$ cat src/rtl/weight_update_feeder_pkg.sv
// Shared sizing constants and FSM state encoding for the weight update feeder.
package weight_update_feeder_pkg;

   localparam int WUF_DATA_WIDTH              = 16;
   localparam int WUF_KERNEL_SIZE_MAX         = 3;
   localparam int WUF_PARA_KERNEL             = 2;
   localparam int WUF_DEPTH_MAX               = 256;
   localparam int WUF_WEIGHT_WRITE_ADDR_WIDTH = 10;
   localparam int WUF_KERNEL_NUM_WIDTH        = 9;
   localparam int WUF_KERNEL_SIZE_WIDTH       = 6;
   localparam int WUF_SRC_ADDR_WIDTH          = 16;

   typedef enum logic [2:0] {
      ST_IDLE,
      ST_READ,
      ST_CAPT,
      ST_BEAT,
      ST_NEXT,
      ST_GROUP,
      ST_DONE
   } feeder_state_t;

   // Width of a slot index; a single-slot configuration still needs one bit.
   function automatic int slot_width(input int slots);
      return (slots > 1) ? $clog2(slots) : 1;
   endfunction

endpackage

$ cat src/rtl/weight_update_feeder_slice_packer.sv
// Assembles one beat of PARA_KERNEL kernel slices as read data returns.
module weight_update_feeder_slice_packer
   import weight_update_feeder_pkg::*;
#(
   parameter int SLICE_WIDTH = WUF_KERNEL_SIZE_MAX * WUF_KERNEL_SIZE_MAX * WUF_DATA_WIDTH,
   parameter int SLOTS       = WUF_PARA_KERNEL,
   parameter int SLOT_W      = slot_width(WUF_PARA_KERNEL)
) (
   input  logic                         clk,
   input  logic                         rst,
   input  logic                         clear,
   input  logic                         capture_en,
   input  logic [SLOT_W-1:0]            capture_slot,
   input  logic [SLICE_WIDTH-1:0]       capture_data,
   output logic [SLICE_WIDTH*SLOTS-1:0] packed_data
);

   // Drop each returning slice into its slot; slots never read keep their cleared zero value.
   always_ff @(posedge clk) begin
      if (!rst || clear) begin
         packed_data <= '0;
      end else if (capture_en) begin
         for (int k = 0; k < SLOTS; k++) begin
            if (capture_slot == SLOT_W'(k)) begin
               packed_data[k*SLICE_WIDTH +: SLICE_WIDTH] <= capture_data;
            end
         end
      end
   end

endmodule

$ cat src/rtl/weight_update_feeder.sv
// Streams kernel groups from a backing weight store into the conv engine's weight RAM.
module weight_update_feeder
   import weight_update_feeder_pkg::*;
#(
   parameter int DATA_WIDTH              = WUF_DATA_WIDTH,
   parameter int KERNEL_SIZE_MAX         = WUF_KERNEL_SIZE_MAX,
   parameter int PARA_KERNEL             = WUF_PARA_KERNEL,
   parameter int DEPTH_MAX               = WUF_DEPTH_MAX,
   parameter int WEIGHT_WRITE_ADDR_WIDTH = WUF_WEIGHT_WRITE_ADDR_WIDTH,
   parameter int KERNEL_NUM_WIDTH        = WUF_KERNEL_NUM_WIDTH,
   parameter int KERNEL_SIZE_WIDTH       = WUF_KERNEL_SIZE_WIDTH,
   parameter int SRC_ADDR_WIDTH          = WUF_SRC_ADDR_WIDTH
) (
   input  logic                                                          clk,
   input  logic                                                          rst,
   input  logic                                                          start,
   input  logic [KERNEL_SIZE_WIDTH-1:0]                                  fm_depth,
   input  logic [KERNEL_NUM_WIDTH-1:0]                                   kernel_num,
   input  logic                                                          update_weight_ram,
   input  logic [WEIGHT_WRITE_ADDR_WIDTH*PARA_KERNEL-1:0]                update_weight_ram_addr,
   output logic                                                          src_rd_en,
   output logic [SRC_ADDR_WIDTH-1:0]                                     src_rd_addr,
   input  logic [KERNEL_SIZE_MAX*KERNEL_SIZE_MAX*DATA_WIDTH-1:0]         src_rd_data,
   output logic [KERNEL_SIZE_MAX*KERNEL_SIZE_MAX*PARA_KERNEL*DATA_WIDTH-1:0] weight_data,
   output logic [WEIGHT_WRITE_ADDR_WIDTH*PARA_KERNEL-1:0]                write_weight_data_addr,
   output logic                                                          weight_wr,
   output logic                                                          weight_data_done,
   output logic                                                          busy,
   output logic                                                          all_kernels_sent
);

   localparam int SLICE_WIDTH = KERNEL_SIZE_MAX * KERNEL_SIZE_MAX * DATA_WIDTH;
   localparam int BASE_W      = WEIGHT_WRITE_ADDR_WIDTH * PARA_KERNEL;
   localparam int SLOT_W      = slot_width(PARA_KERNEL);
   localparam int KIDX_W      = KERNEL_NUM_WIDTH + 1;
   localparam int SLICE_EXT   = KERNEL_SIZE_WIDTH + 1;

   feeder_state_t                  state, state_nxt;
   logic [SLOT_W-1:0]              slot;
   logic [KERNEL_SIZE_WIDTH-1:0]   slice;
   logic [KERNEL_SIZE_WIDTH-1:0]   fm_depth_q;
   logic [KERNEL_NUM_WIDTH-1:0]    kernel_num_q;
   logic [SRC_ADDR_WIDTH-1:0]      kbase;
   logic [SRC_ADDR_WIDTH-1:0]      grp_base;
   logic [KIDX_W-1:0]              grp_kidx;
   logic [BASE_W-1:0]              base_q;
   logic [BASE_W-1:0]              pend_addr_q;
   logic                           preload_q;
   logic                           pending_q;
   logic                           upd_d;
   logic                           cap_valid;
   logic [SLOT_W-1:0]              cap_slot;
   logic [SLICE_WIDTH*PARA_KERNEL-1:0] packed_beat;

   logic [KIDX_W-1:0]              kidx;
   logic [SLICE_EXT-1:0]           slice_inc;
   logic                           rd_en;
   logic                           upd_edge;
   logic                           last_group;
   logic                           slice_last;
   logic                           more_preload;
   logic                           launch;
   logic [BASE_W-1:0]              launch_addr;

   assign kidx         = grp_kidx + KIDX_W'(slot);
   assign rd_en        = (state == ST_READ) && (kidx < {1'b0, kernel_num_q});
   assign upd_edge     = update_weight_ram && !upd_d;
   assign last_group   = (grp_kidx + KIDX_W'(PARA_KERNEL)) >= {1'b0, kernel_num_q};
   assign slice_inc    = {1'b0, slice} + SLICE_EXT'(1);
   assign slice_last   = slice_inc >= {1'b0, fm_depth_q};
   assign more_preload = preload_q && !last_group;
   assign launch       = (state == ST_IDLE) && !all_kernels_sent && (pending_q || upd_edge);
   assign launch_addr  = pending_q ? pend_addr_q : update_weight_ram_addr;

   assign src_rd_en    = rd_en;
   assign src_rd_addr  = rd_en ? (kbase + SRC_ADDR_WIDTH'(slice)) : '0;
   assign busy         = (state != ST_IDLE);

   weight_update_feeder_slice_packer #(
      .SLICE_WIDTH (SLICE_WIDTH),
      .SLOTS       (PARA_KERNEL),
      .SLOT_W      (SLOT_W)
   ) u_packer (
      .clk          (clk),
      .rst          (rst),
      .clear        (start || (state == ST_BEAT)),
      .capture_en   (cap_valid),
      .capture_slot (cap_slot),
      .capture_data (src_rd_data),
      .packed_data  (packed_beat)
   );

   // State register; start from any state restarts the preload.
   always_ff @(posedge clk) begin
      if (!rst) begin
         state <= ST_IDLE;
      end else begin
         state <= state_nxt;
      end
   end

   // Sequencing: PARA_KERNEL reads, one capture cycle, then beat and slice advance.
   always_comb begin
      state_nxt = state;
      case (state)
         ST_IDLE:  if (launch) state_nxt = ST_READ;
         ST_READ:  if (slot == SLOT_W'(PARA_KERNEL - 1)) state_nxt = ST_CAPT;
         ST_CAPT:  state_nxt = ST_BEAT;
         ST_BEAT:  state_nxt = ST_NEXT;
         ST_NEXT:  state_nxt = slice_last ? ST_GROUP : ST_READ;
         ST_GROUP: state_nxt = more_preload ? ST_READ : ST_DONE;
         ST_DONE:  state_nxt = ST_IDLE;
         default:  state_nxt = ST_IDLE;
      endcase
      if (start) begin
         state_nxt = ST_READ;
      end
   end

   // Counters, read-address accumulator, request bookkeeping and registered beat outputs.
   always_ff @(posedge clk) begin
      if (!rst) begin
         slot                   <= '0;
         slice                  <= '0;
         fm_depth_q             <= '0;
         kernel_num_q           <= '0;
         kbase                  <= '0;
         grp_base               <= '0;
         grp_kidx               <= '0;
         base_q                 <= '0;
         pend_addr_q            <= '0;
         preload_q              <= 1'b0;
         pending_q              <= 1'b0;
         upd_d                  <= 1'b0;
         cap_valid              <= 1'b0;
         cap_slot               <= '0;
         weight_data            <= '0;
         write_weight_data_addr <= '0;
         weight_wr              <= 1'b0;
         weight_data_done       <= 1'b0;
         all_kernels_sent       <= 1'b0;
      end else if (start) begin
         fm_depth_q       <= fm_depth;
         kernel_num_q     <= kernel_num;
         slot             <= '0;
         slice            <= '0;
         kbase            <= '0;
         grp_base         <= '0;
         grp_kidx         <= '0;
         base_q           <= '0;
         preload_q        <= 1'b1;
         pending_q        <= 1'b0;
         upd_d            <= update_weight_ram;
         cap_valid        <= 1'b0;
         cap_slot         <= '0;
         weight_wr        <= 1'b0;
         weight_data_done <= 1'b0;
         all_kernels_sent <= 1'b0;
      end else begin
         upd_d     <= update_weight_ram;
         weight_wr <= 1'b0;
         cap_valid <= rd_en;
         cap_slot  <= slot;
         if (upd_edge && (state != ST_IDLE) && !pending_q) begin
            pending_q   <= 1'b1;
            pend_addr_q <= update_weight_ram_addr;
         end
         case (state)
            ST_IDLE: begin
               pending_q <= 1'b0;
               if (launch) begin
                  base_q           <= launch_addr;
                  weight_data_done <= 1'b0;
                  slot             <= '0;
                  slice            <= '0;
               end
            end
            ST_READ: begin
               kbase <= kbase + SRC_ADDR_WIDTH'(fm_depth_q);
               slot  <= (slot == SLOT_W'(PARA_KERNEL - 1)) ? '0 : slot + SLOT_W'(1);
            end
            ST_BEAT: begin
               weight_data            <= packed_beat;
               write_weight_data_addr <= base_q + BASE_W'(slice);
               weight_wr              <= 1'b1;
            end
            ST_NEXT: begin
               if (slice_last) begin
                  grp_base <= kbase;
               end else begin
                  slice <= slice_inc[KERNEL_SIZE_WIDTH-1:0];
                  kbase <= grp_base;
               end
            end
            ST_GROUP: begin
               grp_kidx <= grp_kidx + KIDX_W'(PARA_KERNEL);
               slice    <= '0;
               if (last_group) begin
                  all_kernels_sent <= 1'b1;
               end
               if (more_preload) begin
                  preload_q <= 1'b0;
                  base_q    <= BASE_W'(DEPTH_MAX);
               end
            end
            ST_DONE: begin
               weight_data_done <= 1'b1;
            end
            default: begin
            end
         endcase
      end
   end

endmodule

$ cat config.mk
export PLATFORM = sky130hd
export DESIGN_NAME = weight_update_feeder
export DESIGN_NICKNAME = d
export VERILOG_FILES = /design/src/rtl/weight_update_feeder_pkg.sv /design/src/rtl/weight_update_feeder_slice_packer.sv /design/src/rtl/weight_update_feeder.sv
export SDC_FILE = /design/constraint.sdc
export NUM_CORES = 2
export LEC_CHECK = 0
export BUFFER_PORTS_ARGS = -buffer_cell sky130_fd_sc_hd__buf_4
export CORE_MARGIN = 2
export CORE_UTILIZATION = 35
export DETAILED_ROUTE_END_ITERATION = 8
export MAX_ROUTING_LAYER = met4
export PLACE_DENSITY = 0.57
export SYNTH_ARGS = -nofsm -noshare
export SYNTH_HDL_FRONTEND = slang
export SYNTH_HIERARCHICAL = 1
export SYNTH_SLANG_ARGS = --single-unit
$ cat constraint.sdc
create_clock -name clk -period 7 [get_ports clk]
set_input_delay 1.75 -clock clk [delete_from_list [all_inputs] [get_ports clk]]
set_output_delay 1.75 -clock clk [all_outputs]
set_load 0.1 [all_outputs]
Yosys cells after proc, flatten, opt, wreduce, memory -nomap -nowiden

Index checks and enable logic that the tools add are counted.

Output and inout bits: 329
Bits of input ports: 183
Logic and storage cells: 110
Register bits after elaboration: 711

Reduce and logical (&&, ||, !) cells: 38
Bitwise operators: 3
Equality and inequality tests: 12
$lt $le $gt $ge: 3
$add $sub $neg: 7
Mux-type cells: 24

Operator list:

| cell                                          | count |
|---|---|
| two-way mux 20 bit                            | 3 |
| one-hot mux 20 bit (2 select lines)           | 1 |
| adder 16 x 6 -> 16 bit                        | 2 |
| two-way mux 16 bit                            | 2 |
| one-hot mux 16 bit (2 select lines)           | 1 |
| adder 20 x 6 -> 20 bit                        | 1 |
| AND reduction 2 bit                           | 10 |
| one-hot mux 3 bit (6 select lines)            | 1 |
| one-hot mux 6 bit (3 select lines)            | 1 |
| two-way mux 3 bit                             | 4 |
| two-way mux 6 bit                             | 2 |
| nonzero test 2 bit                            | 6 |
| adder 10 x 1 -> 10 bit                        | 1 |
| adder 10 x 2 -> 10 bit, second input constant | 1 |
| >= comparator 10 x 9 -> 1 bit                 | 1 |
| < comparator 10 x 9 -> 1 bit                  | 1 |
| == test 3 bit, second input constant          | 3 |
| inequality test 2 bit, second input constant  | 4 |
| adder 6 x 1 -> 7 bit, second input constant   | 1 |
| >= comparator 7 x 6 -> 1 bit                  | 1 |
| logical AND 1 bit                             | 7 |
| two-way mux 1 bit                             | 7 |
| == test 3 x 2 -> 1 bit, second input constant | 2 |
| inequality test 3 bit, second input constant  | 2 |
| 11 further kinds                              | 22 |

Depth between registers and ports, before layout

Word-level depth: 7
Mapped depth: 14
Depth with buffers taken out: 11

Cells and area by module

Netlist, hierarchy kept.

By module, submodules not included:

| module                            | cells an instance | area each (µm²) | times used | seq. area each (µm²) |
|---|---|---|---|---|
| weight_update_feeder              | 2,122             | 17,011.3        | 1          | 8,448.1 |
| weight_update_feeder_slice_packer | 1,252             | 9,885.7         | 1          | 5,765.5 |

Least setup slack after synthesis

No wires, ideal clock.

Kind: register to output
From: register state[1]
To: output src_rd_addr[3]
Path buffers: 1
Stages on the path, launching flop included: 8
Path slack: 1.756 ns
Arrival: 3.494 ns
Required time: 5.250 ns
Path through: dfxtp_1 -> buf_4 -> clkinv_2 -> nand3_1 -> or3_1 -> a221oi_1 -> o21ai_2 -> nor3_1

Cells in the longest elaborated chain, start to end: 3

Ends and longest elaborated chain:

| what                     | line                       | RTL |
|---|---|---|
| start: declaration       | weight_update_feeder.sv:38 | `feeder_state_t state, state_nxt;` |
| start signal: assignment | weight_update_feeder.sv:98 | `state <= state_nxt;` |
| == test 3 x 1 -> 1 bit   | weight_update_feeder.sv:66 | `assign rd_en = (state == ST_READ) && (kidx < {1'b0, kernel_num_q});` |
| logical AND 1 bit        | weight_update_feeder.sv:66 |  |
| two-way mux 16 bit       | weight_update_feeder.sv:76 | `assign src_rd_addr = rd_en ? (kbase + SRC_ADDR_WIDTH'(slice)) : '0;` |
| end: declaration         | weight_update_feeder.sv:22 | `output logic [SRC_ADDR_WIDTH-1:0] src_rd_addr,` |

No other way between the ends.

Worst setup path after layout

From: register slice[0]
To: output src_rd_addr[12]

Cells in the longest elaborated chain, start to end: 2

Ends and longest elaborated chain:

| what                     | line                        | RTL |
|---|---|---|
| start: declaration       | weight_update_feeder.sv:40  | `logic [KERNEL_SIZE_WIDTH-1:0] slice;` |
| start signal: assignment | weight_update_feeder.sv:191 | `slice <= slice_inc[KERNEL_SIZE_WIDTH-1:0];` |
| adder 16 x 6 -> 16 bit   | weight_update_feeder.sv:76  |  |
| two-way mux 16 bit       | weight_update_feeder.sv:76  |  |

No other way between the ends.

==> summary.md <==
| Metric | Value |
|---|---|
| Setup WS pre-CTS | 2.578 ns |
| Max Slew Vio Count | 0 |
| Die area | 79080 µm² |
| WL per Instance | 17.51 µm |
| Post-synthesis compound-gate area fraction | 0.1636 |
| Share of layout cells above drive strength 1 | 0.1801 |
| Clock-pin transition on the worst setup and hold timing paths | 0.06 ns |
| Worst Path Class, Setup | flip-flop to primary output |
| Setup crit start kind | flip-flop |
| Worst R2R Start | grp_kidx[1]$_SDFFE_PP0N_ |
| Routed WL | 84.80 mm |
| Filler cell count in the final layout | 7751 |
| Syn Area/Cell | 7.972 µm² |
| ANT nets after route | 0 |
| Overall routing resource usage | 0.2112 |
| Tightest Pin Transition | 1.331 ns |
| Vias per cell | 4.916 |
| CP peak stage delay | 0.43 ns |
| Post-cts gate resize count | 0 |
| Hpwl dp | 54.04 mm |
| Cts hold-fix bufs | 0 |
| CP arrival | 3.20 ns |
| Area Overhead vs Synth | 25.95% |
| Adder-cell share of the synthesized area | 0.02177 |
| Max_slew headroom | 0.1125 |
| Root buffer cell | clkbuf_16 |
| Post-synthesis mux area share | 0.01340 |
| Setup TNS | 0 ns |
| Syn_nets | 3602 |
| Hold Startpoint | u_packer/packed_data[267]$_SDFFE_PP0P_ |
| 1st-pass router iterations | 5 |
| FMAX | 0.2021 GHz |
| Yosys warns | 6 |
| Starting Density | 0.3541 |
| Buf/Inv on CP | 1 |
| Number of nets in the layout | 3976 |
| Sequential standard cell area | 14210 µm² |
| Synth unique cells | 73 |
| GRT overflow | 0 |
| FP Rows | 101 |
| CTS buffer count | 79 |
| Asr flop ratio synth | 0 |
| Antenna violations before repair | 3 |
| Max-cap violations | 0 |
| Worst Hold Class | flip-flop to flip-flop |
| DR DRC count | 0 |
| Status | finished clean |
| Ports | 512 |
| Main combinational cell family by area after synthesis | simple AND/OR/NAND/NOR gates |
| Clk_lat worst skew | 0.64 ns |
| Number of synthesized register bits | 710 |
| Worst setup path startpoint | slice[0]$_SDFFE_PP0P_ |
| # setup viols final | 0 |
| Worst Skew | 0.04188 ns |
| CTS sink count | 710 |
| Register area share after synthesis | 0.5284 |
| Setup slack after layout | 2.052 ns |
| Cell area power density | 257.0 nW/µm² |
| Final Hold Vio Count | 0 |
| Period minus WS final | 4.948 ns |
| CTS Buffer Depth | 3 |
| Max stage delay cell, worst path | fa_1 |
| Period utilization | 0.7069 |
| Vias in the first global route | 21.96k |
| Worst EP required | 5.25 ns |
| RSZ-0062 raised after global routing | no |
| P_leak | 12.26 nW |
| Netlist Area Pre-Place | 26900 µm² |
| Worst Setup End Kind | primary output |
| Cell family with most CP delay | compound AO/OA/AOI/OAI gates |
| Core Area | 75950 µm² |
| Synth Area in XOR/XNOR | 0.01400 |
| Area of the multi-input gates | 11520 µm² |
| Final Wtd Congestion | 0.8412 |
| Via count | 23.81k |
| VDD IR-drop max | 0.0001758 V |
| Synth Instances | 3374 |
| Initial DRC Count | 1415 |
| TritonCTS clock tree | built |
| Post-CTS setup buffer count | 0 |
| CP Cell Sequence | ha_1, fa_1, a211oi_1, o21bai_1, a21oi_1, nor3_1, xnor2_1, nor2_1, buf_4 |
| Simple-gate area share of the yosys netlist | 0.2133 |
| H-tree depth | 3 |
| Largest net degree at the start of global routing | 196 |
| Top_reg_cell synth | dfxtp_1 |
| First-pass GRT wire length | 129.1 mm |
| Die X | 281.2 µm |
| Number of flops mapped to enable cells by yosys | 0 |
| Port Buffers | 511 |
| Die Ht | 281.2 µm |
| Highest fanout seen on the critical path | 8 |
## per-stage QoR
step                      instances  total power, mW  utilization  hold WS [ns]  area (µm²)
final                          4843            8.705       0.4461        0.4316       33880
after global routing           4843            9.023       0.4461        0.4551       33880
after CTS                      4840            8.818       0.4460        0.4306       33870
after detailed placement       4697            4.592       0.4109        0.4404       31200
after global placement         4697            4.591       0.4109        0.4379       31200
after floorplan                3374            4.409            -        0.4320       26900
## cells by family after synthesis
group           Yosys count
flops                   710
mux                      36
fa+ha+maj                45
compound gates          807
xor+xnor                 43
simple gates           1462
buf+inv                 271
## per-layer routing
layer  GRT usage  share of wire
met2      0.3373           0.47
met3     0.04813          0.063
met5           -              0
met1      0.2684           0.45
met4     0.05674          0.021
## report_power, final
group / total [mW] / switching, mW / internal, mW
combinational: 0.405 / 0.269 / 0.136
clock: 4.21 / 1.73 / 2.47
sequential: 4.09 / 0.0238 / 4.07
## state kept, by name (all words and copies together), names as in the netlist
| signal | cells |
|---|---|
| weight_wr | 1 |
| slot | 1 |
| weight_data_done | 1 |
| grp_kidx | 9 |
| weight_data | 288 |
| pend_addr_q | 20 |
| cap_valid | 1 |
| kernel_num_q | 9 |
| write_weight_data_addr | 20 |
| pending_q | 1 |
| state | 3 |
| fm_depth_q | 6 |
| upd_d | 1 |
| grp_base | 16 |
| slice | 6 |
| all_kernels_sent | 1 |
| base_q | 20 |
| preload_q | 1 |
| cap_slot | 1 |
| kbase | 16 |
| u_packer/packed_data | 288 |
## path summary, 6_finish.rpt
path                                                       to  slack, ns  cells after the start
worst min register to register  weight_data[267]$_SDFFE_PN0P_       0.43                      2
worst max-delay path                          src_rd_addr[12]       2.05                      9
worst max register to register        base_q[16]$_SDFFE_PP0P_       3.62                     11
worst min-delay path            weight_data[267]$_SDFFE_PN0P_       0.43                      2
## tightest hold or removal path, delay by kind of cell, from the launching register on
kind / cells / cell delay, ns
AOI/OAI and AO/OA: 1 / 0.05
DFF: 1 / 0.31
and+or+nand+nor: 1 / 0.05
## Yosys cell counts (7+ instances only)
master / count / area share
ha_1: 42 / 0.020
dfxtp_1: 710 / 0.53
a211oi_1: 17 / 0.0047
buf_4: 17 / 0.0047
nand4_1: 7 / 0.0016
o21a_1: 8 / 0.0022
nor2_1: 83 / 0.012
buf_1: 8 / 0.0011
xnor2_1: 29 / 0.0094
or3_1: 8 / 0.0019
nand3_1: 15 / 0.0028
nand2_1: 1274 / 0.18
and3_1: 7 / 0.0016
o21ai_0: 37 / 0.0069
a21o_1: 9 / 0.0025
a21oi_1: 662 / 0.12
inv_1: 31 / 0.0043
and2_1: 8 / 0.0019
nor3_1: 27 / 0.0050
buf_2: 88 / 0.016
mux2i_1: 36 / 0.013
xor2_1: 14 / 0.0046
nand2b_1: 7 / 0.0016
o2bb2ai_1: 20 / 0.0065
clkbuf_1: 122 / 0.017
## final cells by class
| cell class | instances | area share |
|---|---|---|
| inverters | 32 | 0.003804 |
| clock inverters | 28 | 0.01008 |
| flip-flops and latches | 710 | 0.4196 |
| well taps | 1030 | 0.03804 |
| repair buffers | 532 | 0.1197 |
| clock buffers | 115 | 0.06858 |
| multi-input cells | 2393 | 0.3400 |
| diodes | 3 | 0.0002216 |
## cell usage in the layout (no fill, tap or decap), types with 5 or more instances in the layout
cell and count:
a211oi_1 17, a21o_1 9, a21oi_1 662, and2_1 7, and3_1 6, buf_12 5, buf_4 527, clkbuf_1 16
clkbuf_16 80, clkbuf_8 19, clkinv_2 17, dfxtp_1 710, ha_1 42, inv_1 30, mux2i_1 36, nand2_1 1273
nand2b_1 5, nand3_1 14, nand4_1 7, nor2_1 83, nor3_1 27, o21a_1 8, o21ai_0 37, o2bb2ai_1 20
o31ai_1 5, or3_1 8, xnor2_1 29, xor2_1 14
(Power assumes the default switching activity.)
